[src/rtl/traffic_light_pkg.sv]
// Shared types for the highway/farm-road intersection controller:
// controller states, one-hot lamp codes and the state-to-lamp decode.
package traffic_light_pkg;

  localparam int unsigned LAMP_W = 3;

  typedef enum logic [1:0] {
    HG = 2'd0,
    HY = 2'd1,
    FG = 2'd2,
    FY = 2'd3
  } state_t;

  localparam logic [LAMP_W-1:0] LAMP_GREEN  = 3'b001;
  localparam logic [LAMP_W-1:0] LAMP_YELLOW = 3'b010;
  localparam logic [LAMP_W-1:0] LAMP_RED    = 3'b100;

  typedef struct packed {
    logic [LAMP_W-1:0] highway;
    logic [LAMP_W-1:0] farm;
  } lamps_t;

  // Moore decode; every state shows red on at least one road
  function automatic lamps_t lamp_decode(input state_t st);
    lamps_t l;
    l.highway = LAMP_GREEN;
    l.farm    = LAMP_RED;
    case (st)
      HG: begin l.highway = LAMP_GREEN;  l.farm = LAMP_RED;    end
      HY: begin l.highway = LAMP_YELLOW; l.farm = LAMP_RED;    end
      FG: begin l.highway = LAMP_RED;    l.farm = LAMP_GREEN;  end
      FY: begin l.highway = LAMP_RED;    l.farm = LAMP_YELLOW; end
      default: begin l.highway = LAMP_GREEN; l.farm = LAMP_RED; end
    endcase
    return l;
  endfunction

endpackage

[src/rtl/traffic_light_timer.sv]
// Clearable saturating up-counter timing phase dwell; done_c rises once
// `limit` cycles have elapsed since the last clear (or reset).
module traffic_light_timer #(
  parameter int unsigned W = 3
) (
  input  logic         clk,
  input  logic         rst,
  input  logic         clear,
  input  logic [W-1:0] limit,
  output logic         done_c
);

  logic [W-1:0] count;

  // count never exceeds limit-1, so count+1 cannot overflow W bits
  assign done_c = (count + W'(1)) >= limit;

  always_ff @(posedge clk or posedge rst) begin
    if (rst) begin
      count <= '0;
    end else if (clear) begin
      count <= '0;
    end else if (!done_c) begin
      count <= count + W'(1);
    end
  end

endmodule

[src/rtl/traffic_light.sv]
// Highway/farm-road intersection controller (Moore FSM, registered lamps).
// Optional build macro TRAFFIC_LIGHT_MIN_GREEN_EN enforces a minimum highway green.
module traffic_light
  import traffic_light_pkg::*;
#(
  parameter int unsigned YELLOW_CYCLES    = 4,
  parameter int unsigned MIN_GREEN_CYCLES = 8
) (
  input  logic              clk,
  input  logic              rst,
  input  logic              S,
  output logic [LAMP_W-1:0] light_highway,
  output logic [LAMP_W-1:0] light_farm
);

`ifdef TRAFFIC_LIGHT_MIN_GREEN_EN
  localparam int unsigned HG_DWELL = MIN_GREEN_CYCLES;
`else
  // a one-cycle dwell makes the timer always done in HG: no minimum green
  localparam int unsigned HG_DWELL = 1;
`endif
  localparam int unsigned TIMER_MAX = (HG_DWELL > YELLOW_CYCLES) ? HG_DWELL : YELLOW_CYCLES;
  localparam int unsigned TIMER_W   = $clog2(TIMER_MAX + 1);

  if (YELLOW_CYCLES < 1 || MIN_GREEN_CYCLES < 1) begin : g_bad_params
    $error("traffic_light: YELLOW_CYCLES and MIN_GREEN_CYCLES must be >= 1");
  end

  state_t               state;
  state_t               state_next;
  lamps_t               lamps_next;
  logic                 timer_clear;
  logic [TIMER_W-1:0]   timer_limit;
  logic                 timer_done_c;

  traffic_light_timer #(
    .W (TIMER_W)
  ) u_timer (
    .clk    (clk),
    .rst    (rst),
    .clear  (timer_clear),
    .limit  (timer_limit),
    .done_c (timer_done_c)
  );

  // State and lamp registers; lamps are loaded with the decode of the next state
  always_ff @(posedge clk or posedge rst) begin
    if (rst) begin
      state         <= HG;
      light_highway <= LAMP_GREEN;
      light_farm    <= LAMP_RED;
    end else begin
      state         <= state_next;
      light_highway <= lamps_next.highway;
      light_farm    <= lamps_next.farm;
    end
  end

  // Next-state logic; the timer restarts on every phase change
  always_comb begin
    state_next  = state;
    timer_limit = TIMER_W'(YELLOW_CYCLES);
    case (state)
      HG: begin
        timer_limit = TIMER_W'(HG_DWELL);
        if (S && timer_done_c) state_next = HY;
      end
      HY: if (timer_done_c) state_next = FG;
      FG: if (!S) state_next = FY;
      FY: if (timer_done_c) state_next = HG;
      default: state_next = HG;
    endcase
    timer_clear = (state_next != state);
    lamps_next  = lamp_decode(state_next);
  end

endmodule

[config.mk]
export PLATFORM = sky130hd
export DESIGN_NAME = traffic_light
export DESIGN_NICKNAME = d
export VERILOG_FILES = /design/src/rtl/traffic_light_pkg.sv /design/src/rtl/traffic_light_timer.sv /design/src/rtl/traffic_light.sv
export SDC_FILE = /design/constraint.sdc
export NUM_CORES = 1
export LEC_CHECK = 0
export CAP_MARGIN = 10
export CORE_MARGIN = 2
export CORE_UTILIZATION = 45
export DETAILED_ROUTE_END_ITERATION = 6
export PLACE_DENSITY = 0.65
export SLEW_MARGIN = 10
export SYNTH_ARGS = -nofsm -noshare
export SYNTH_HDL_FRONTEND = slang
export SYNTH_SLANG_ARGS = --single-unit
[constraint.sdc]
create_clock -name clk -period 2.8 [get_ports clk]
set_clock_uncertainty 0.15 [all_clocks]
set_input_delay 0.56 -clock clk [delete_from_list [all_inputs] [get_ports clk]]
set_output_delay 0.56 -clock clk [all_outputs]
set_load 0.02 [all_outputs]
==> results of run 1 <==
==> power breakdown <==
| part | total (mW) | switching [mW] | leakage (nW) | internal, mW |
|---|---|---|---|---|
| Combinational | 0.583 | 0.291 | 0.186 | 0.292 |
| Clock | 0.107 | 0.0524 | 0.0150 | 0.0551 |
| Sequential | 0.308 | 0.0614 | 0.133 | 0.247 |
==> metal layers <==
metal,wire [µm],up-vias
met5,0,-
met2,458,10
li1,-,205
met1,453,201
met3,39,4
met4,18,0
==> sequential cells by signal (all words and copies together), names as in the netlist <==
name	cells
light_highway	3
state	2
u_timer.count	3
light_farm	3
==> synthesized netlist by cell type, drive strengths merged (2+ instances only) <==
master,instances
a21oi,2
buf,2
dfrtp,9
dfstp,2
ha,3
inv,2
nor2,2
nor3,2
o211a,2
o21ai,2
or2,2
or3b,3
xor2,3
==> per-stage QoR <==
step	instances	setup WS, ns	hold WS (ns)	cell area, µm²
after floorplan	51	0.7039	0.2610	596.8
after global placement	73	0.5457	0.3582	688.2
after detailed placement	73	0.5312	0.3650	688.2
after CTS	77	0.5237	0.3719	714.4
after global routing	77	0.4497	0.3935	714.4
final	77	0.5272	0.3709	714.4
==> how the worst max path moves through the flow <==
stage,slack [ns],from,cells past startpoint,end
6_report,0.53,u_timer.count[0],7,light_farm[0]
5_1_grt,0.45,u_timer.count[0],7,light_farm[0]
4_1_cts,0.52,u_timer.count[0],7,light_farm[0]
3_5_place_dp,0.53,u_timer.count[0],7,light_farm[0]
3_3_place_gp,0.55,u_timer.count[0],7,light_farm[0]
2_1_floorplan,0.70,u_timer.count[0],7,u_timer.count[0]
==> kinds of logic (layout without fill, tap and decap cells) <==
logic type | after synthesis | count (layout) | share of synthesized area
xor gates and xnor gates | 4 | 4 | 0.05871
DFF | 11 | 11 | 0.4654
AOI/OAI and AO/OA | 11 | 11 | 0.1405
adders and majority gates | 3 | 3 | 0.06290
muxes | 1 | 1 | 0.01887
buffers and inverters | 5 | 16 | 0.05030
and+or+nand+nor | 16 | 16 | 0.2034
==> layout make-up <==
type / instances / share of cell area
clock buffers: 4 / 0.03678
repair buffers: 10 / 0.1331
well taps: 15 / 0.02627
inverters: 2 / 0.01051
multi-input cells: 35 / 0.4046
flip-flops and latches: 11 / 0.3888
==> worst max-delay path: stages, from the launching register on <==
cell	delay, ns
dfrtp_1	0.43
ha_1	0.25
xor2_1	0.15
ha_1	0.28
nor2_1	0.30
buf_4	0.21
nor3_2	0.07
mux2_1	0.30
==> impl_metrics.py, run 1 <==
metrics = {
    "status": {
        "status": "completed",
    },
    "timing": {
        "slew_viol_final": 0,
        "relSlewSlack": 0.7218,
        "fmax_mhz": 440.0,
        "period_share": 0.8117,
        "rsz0062_at_grt": "no",
        "worst_slew_pin_slew_ns": 0.4168,
        "fin_crit_ns": 2.273,
        "setup_viol_count_final": 0,
        "setup_tns_ns": 0,
        "hold_violations": 0,
    },
    "global_route": {
        "use_met3": 0.05000,
        "use_met1": 0.1864,
        "grt_pass1_vias": 361,
        "antenna_found_initial": 0,
        "grt_max_degree": 12,
        "track_usage": 0.1538,
        "grt_overflow": 0,
        "use_met2": 0.2302,
        "grt_busiest_layer": "met2",
        "grt_pass1_wl_mm": 1.580,
    },
    "power": {
        "power.density_mw_per_mm2": 1397,
        "peakVddDrop_v": 0.0005856,
        "p_leak_nw": 0.3340,
        "total_power_uw": 998.2,
    },
    "cells_and_area": {
        "layout.area.seq_um2": 277.8,
        "diodes": 0,
        "layout_common_cells": "dfrtp_1, clkdlybuf4s50_1",
        "fillCellCount": 124,
        "fin_nets": 69,
        "drive_above_1_share": 0.2097,
        "post-route-util": 0.5631,
        "multi_input_area_um2": 289.0,
        "areaGrowthSynthToFinish_pct": 19.71,
        "final_common_cell": "dfrtp_1",
    },
    "worst_setup_path": {
        "arrival_ns": 2.27,
        "cp_max_fo": 6,
        "required_ns": 2.80,
        "crit_path_end_kind": "register",
        "rr_worst_depth": 7,
        "rrSetupSlack_ns": 0.53,
        "critPathKind": "register to register",
        "cp-start-kind": "register",
        "reg2reg_to": "light_farm[0]",
        "worstReg2RegStart": "u_timer.count[0]",
    },
    "worst_hold_path": {
        "min_to": "u_timer.count[0]",
        "hold_path_class": "register to register",
        "hold_start": "u_timer.count[0]",
        "holdPathStages": 1,
    },
    "clock_tree": {
        "cts_hold_buf": 0,
        "cts_setup_buffers": 0,
        "clock-sinks": 11,
        "tritoncts": "yes",
        "clock_path_buffers": 2,
        "cts_resized": 0,
        "cts_made_buffers": 3,
        "h-tree-depth": 1,
        "root_buffer": "clkbuf_4",
        "clk_latency_ns": 0.26,
        "clkSlewWorstSetupHoldPaths_ns": 0.07,
    },
    "logic_synthesis": {
        "synth-edff-count": 0,
        "async_flop_share": 1.000,
        "synthTopCellsByArea": "dfrtp_1, dfstp_2, ha_1",
        "syn_inst": 51,
        "ys_seq_area_frac": 0.4654,
        "ys.flop_type": "dfrtp_1",
        "ys.warnings.count": 0,
        "syn_nets": 57,
        "syn_avg_cell_area_um2": 11.70,
        "synth_top_area_frac": 0.3774,
        "synthDistinctLibCells": 34,
        "synth_seq_cells": 11,
        "syn_area_um2": 596.8,
        "synth_top_area_cell": "dfrtp_1",
    },
    "detailed_routing": {
        "wl_per_cell_um": 12.60,
        "dr_total_vias": 420,
        "postRouteAntennaNets": 0,
        "dr.pass1.iters": 3,
        "viasPerCell": 5.455,
        "wirelength_um": 970,
        "drtIter0Drc": 9,
        "drcViolationCount": 0,
    },
    "die": {
        "top_level_ports": 9,
        "start_util": 0.4704,
        "num_rows": 13,
        "die-area_mm2": 0.001634,
        "fp.dieW_um": 40.42,
        "core_area_mm2": 0.001269,
        "fp.dieH_um": 40.42,
    },
    "placement": {
        "post-dp-hpwl_um": 699,
        "io_buffers": 8,
        "gp_congestion": 0.7301,
    },
    "job": {
        "drv_cap": 0,
    },
}
No activity file was read; power rests on OpenSTA's default activity.
==> run 2: changes to the inputs <==
--- a/config.mk
+++ b/config.mk
@@ -9,7 +9,7 @@
 export CORE_MARGIN = 2
 export CORE_UTILIZATION = 45
 export DETAILED_ROUTE_END_ITERATION = 6
-export PLACE_DENSITY = 0.65
+export PLACE_DENSITY = 0.68
 export SLEW_MARGIN = 10
 export SYNTH_ARGS = -nofsm -noshare
 export SYNTH_HDL_FRONTEND = slang
==> constraint.sdc (replaced) <==
create_clock -name clk -period 1.82 [get_ports clk]
set_clock_uncertainty 0.15 [all_clocks]
set_input_delay 0.364 -clock clk [delete_from_list [all_inputs] [get_ports clk]]
set_output_delay 0.364 -clock clk [all_outputs]
set_load 0.02 [all_outputs]
==> run 2 against run 1 <==
The flow now finishes with violations (setup timing). Sequential share of layout area shrank 6.3 points. Utilization grew 11 points. Register-to-register slack lost 0.71 ns. Flip-flop and latch count is the same. Critical endpoint is now u_timer.count[0]. Largest power group unchanged.
==> impl_metrics.py, run 2 (synthesized netlist as in run 1, its figures left out) <==
metrics = {
    "clock_tree": {
        "cts_hold_buf": 0,
        "clk_latency_ns": 0.27,
        "tritoncts": "yes",
        "cts_made_buffers": 3,
        "clock_path_buffers": 2,
        "clock-sinks": 11,
        "root_buffer": "clkbuf_4",
        "h-tree-depth": 1,
        "clkSlewWorstSetupHoldPaths_ns": 0.07,
    },
    "timing": {
        "relSlewSlack": 0.7253,
        "worst_slew_pin_slew_ns": 0.4116,
        "hold_violations": 0,
        "rsz0062_at_grt": "yes",
        "setup_viol_count_final": 11,
        "fmax_mhz": 498.8,
        "fin_crit_ns": 2.005,
        "setup_tns_ns": -1.353,
        "slew_viol_final": 0,
        "setup_ws_ns": -0.1850,
        "period_share": 1.102,
    },
    "die": {
        "die-area_mm2": 0.001634,
        "top_level_ports": 9,
        "fp.dieW_um": 40.42,
        "num_rows": 13,
        "fp.dieH_um": 40.42,
        "core_area_mm2": 0.001269,
        "start_util": 0.4704,
    },
    "worst_setup_path": {
        "critPathKind": "register to register",
        "worstReg2RegStart": "u_timer.count[1]",
        "setup.worst_path.end": "u_timer.count[0]",
        "crit_top_cell": "ha_2",
        "rr_worst_depth": 7,
        "reg2reg_to": "u_timer.count[0]",
        "cp_max_fo": 8,
        "critPathLaunch": "u_timer.count[1]",
        "arrival_ns": 2.06,
        "required_ns": 1.87,
        "crit_slowest_cell": "or4b_4",
        "max_stage_delay_ns": 0.51,
        "crit_path_end_kind": "register",
        "cp-start-kind": "register",
        "crit_chain": "ha_2 > xor2_1 > ha_2 > nor4b_4 > buf_6 > or4b_4 > a21oi_2",
        "rrSetupSlack_ns": -0.19,
    },
    "detailed_routing": {
        "topRoutingLayerUsed": "met4",
        "dr.pass1.iters": 4,
        "drcViolationCount": 0,
        "dr_wl_met2_um": 549,
        "wl_per_cell_um": 13.68,
        "viasPerCell": 5.193,
        "wl_met1_um": 574,
        "dr_wl_met3_um": 42,
        "postRouteAntennaNets": 0,
        "dr_total_vias": 457,
        "drtIter0Drc": 7,
        "wirelength_mm": 1.204,
    },
    "power": {
        "p_leak_nw": 0.4042,
        "peakVddDrop_v": 0.001238,
        "power.density_mw_per_mm2": 2257,
    },
    "global_route": {
        "grt_overflow": 0,
        "grt_pass1_wl_mm": 1.959,
        "track_usage": 0.1910,
        "grt_max_degree": 12,
        "antenna_found_initial": 0,
        "grt_pass1_vias": 435,
    },
    "job": {
        "drv_cap": 0,
    },
    "placement": {
        "io_buffers": 8,
        "gp_congestion": 0.7894,
        "post-dp-hpwl_um": 793,
    },
    "cells_and_area": {
        "layout_common_cells": "buf_4, dfrtp_1, clkdlybuf4s50_1",
        "diodes": 0,
        "post-route-util": 0.6716,
        "fin_nets": 80,
        "areaGrowthSynthToFinish_pct": 42.77,
        "final_common_cell": "buf_4",
        "biggestRegsByFlops": "light_farm (3), light_highway (3), u_timer.count (3)",
        "drive_above_1_share": 0.4247,
    },
    "worst_hold_path": {
        "hold_path_class": "input pin to asynchronous set/reset pin",
    },
    "status": {
        "status": "finished with violations",
        "violations": "setup timing",
    },
}
[run 2: layer usage]
layer,vias to the layer above,GRT usage
met2,10,0.2659
met1,216,0.2560
met5,-,0
met4,0,0.1500
li1,227,-
met3,4,0.03333
[run 2: worst min-delay path by stage]
stage	to	slack (ns)	cells after the start
detailed placement	u_timer.count[0]	0.41	2
global route	light_farm[1]	0.26	2
global placement	u_timer.count[0]	0.40	2
CTS	light_farm[1]	0.24	2
finish	light_farm[1]	0.23	2
floorplan	light_farm[0]	0.07	1
[run 2: final cells by class]
cell class | instances | area [µm²]
sequential | 11 | 277.8
multi-input combinational | 35 | 335.3
clock buffer | 4 | 26.28
fill | 100 | 416.7
timing repair buffer | 21 | 186.4
tap | 15 | 18.77
inverter | 2 | 7.507
[run 2: stage by stage]
step	std cells	worst slack [ns]	hold WS (ns)	instance area [µm²]	power, mW
CTS	87	-0.1762	0.2407	799.5	1.756
global placement	81	-0.1846	0.3992	753.2	1.508
detailed placement	81	-0.1949	0.4063	753.2	1.536
floorplan	51	-0.1784	0.06501	611.8	1.224
finish	88	-0.1850	0.2290	852.1	1.923
global route	88	-0.2592	0.2630	852.1	2.066
[run 2: critical path: cells and delay by family, from the launching register on]
family | cells | cell delay [ns]
and+or+nand+nor | 2 | 0.57
adders and majority gates | 2 | 0.43
DFF | 1 | 0.39
xor gates and xnor gates | 1 | 0.14
buffers and inverters | 1 | 0.13
AOI/OAI and AO/OA | 1 | 0.13
[run 2: timing repair]
| item | CTS | global route |
|---|---|---|
| pin swaps | 4 | 4 |
| setup endpoints to repair | 13 | 11 |
| buffers inserted | 2 | 1 |
| resized for setup | 4 | 9 |
| endpoints found under the hold margin | 0 | 0 |
[run 2: report_power, final]
part	total (mW)	switching (mW)	leakage, nW	internal, mW
combinational	1.34	0.650	0.256	0.685
clock	0.168	0.0835	0.0150	0.0849
sequential	0.419	0.0396	0.133	0.380
total	1.92	0.773	0.404	1.15
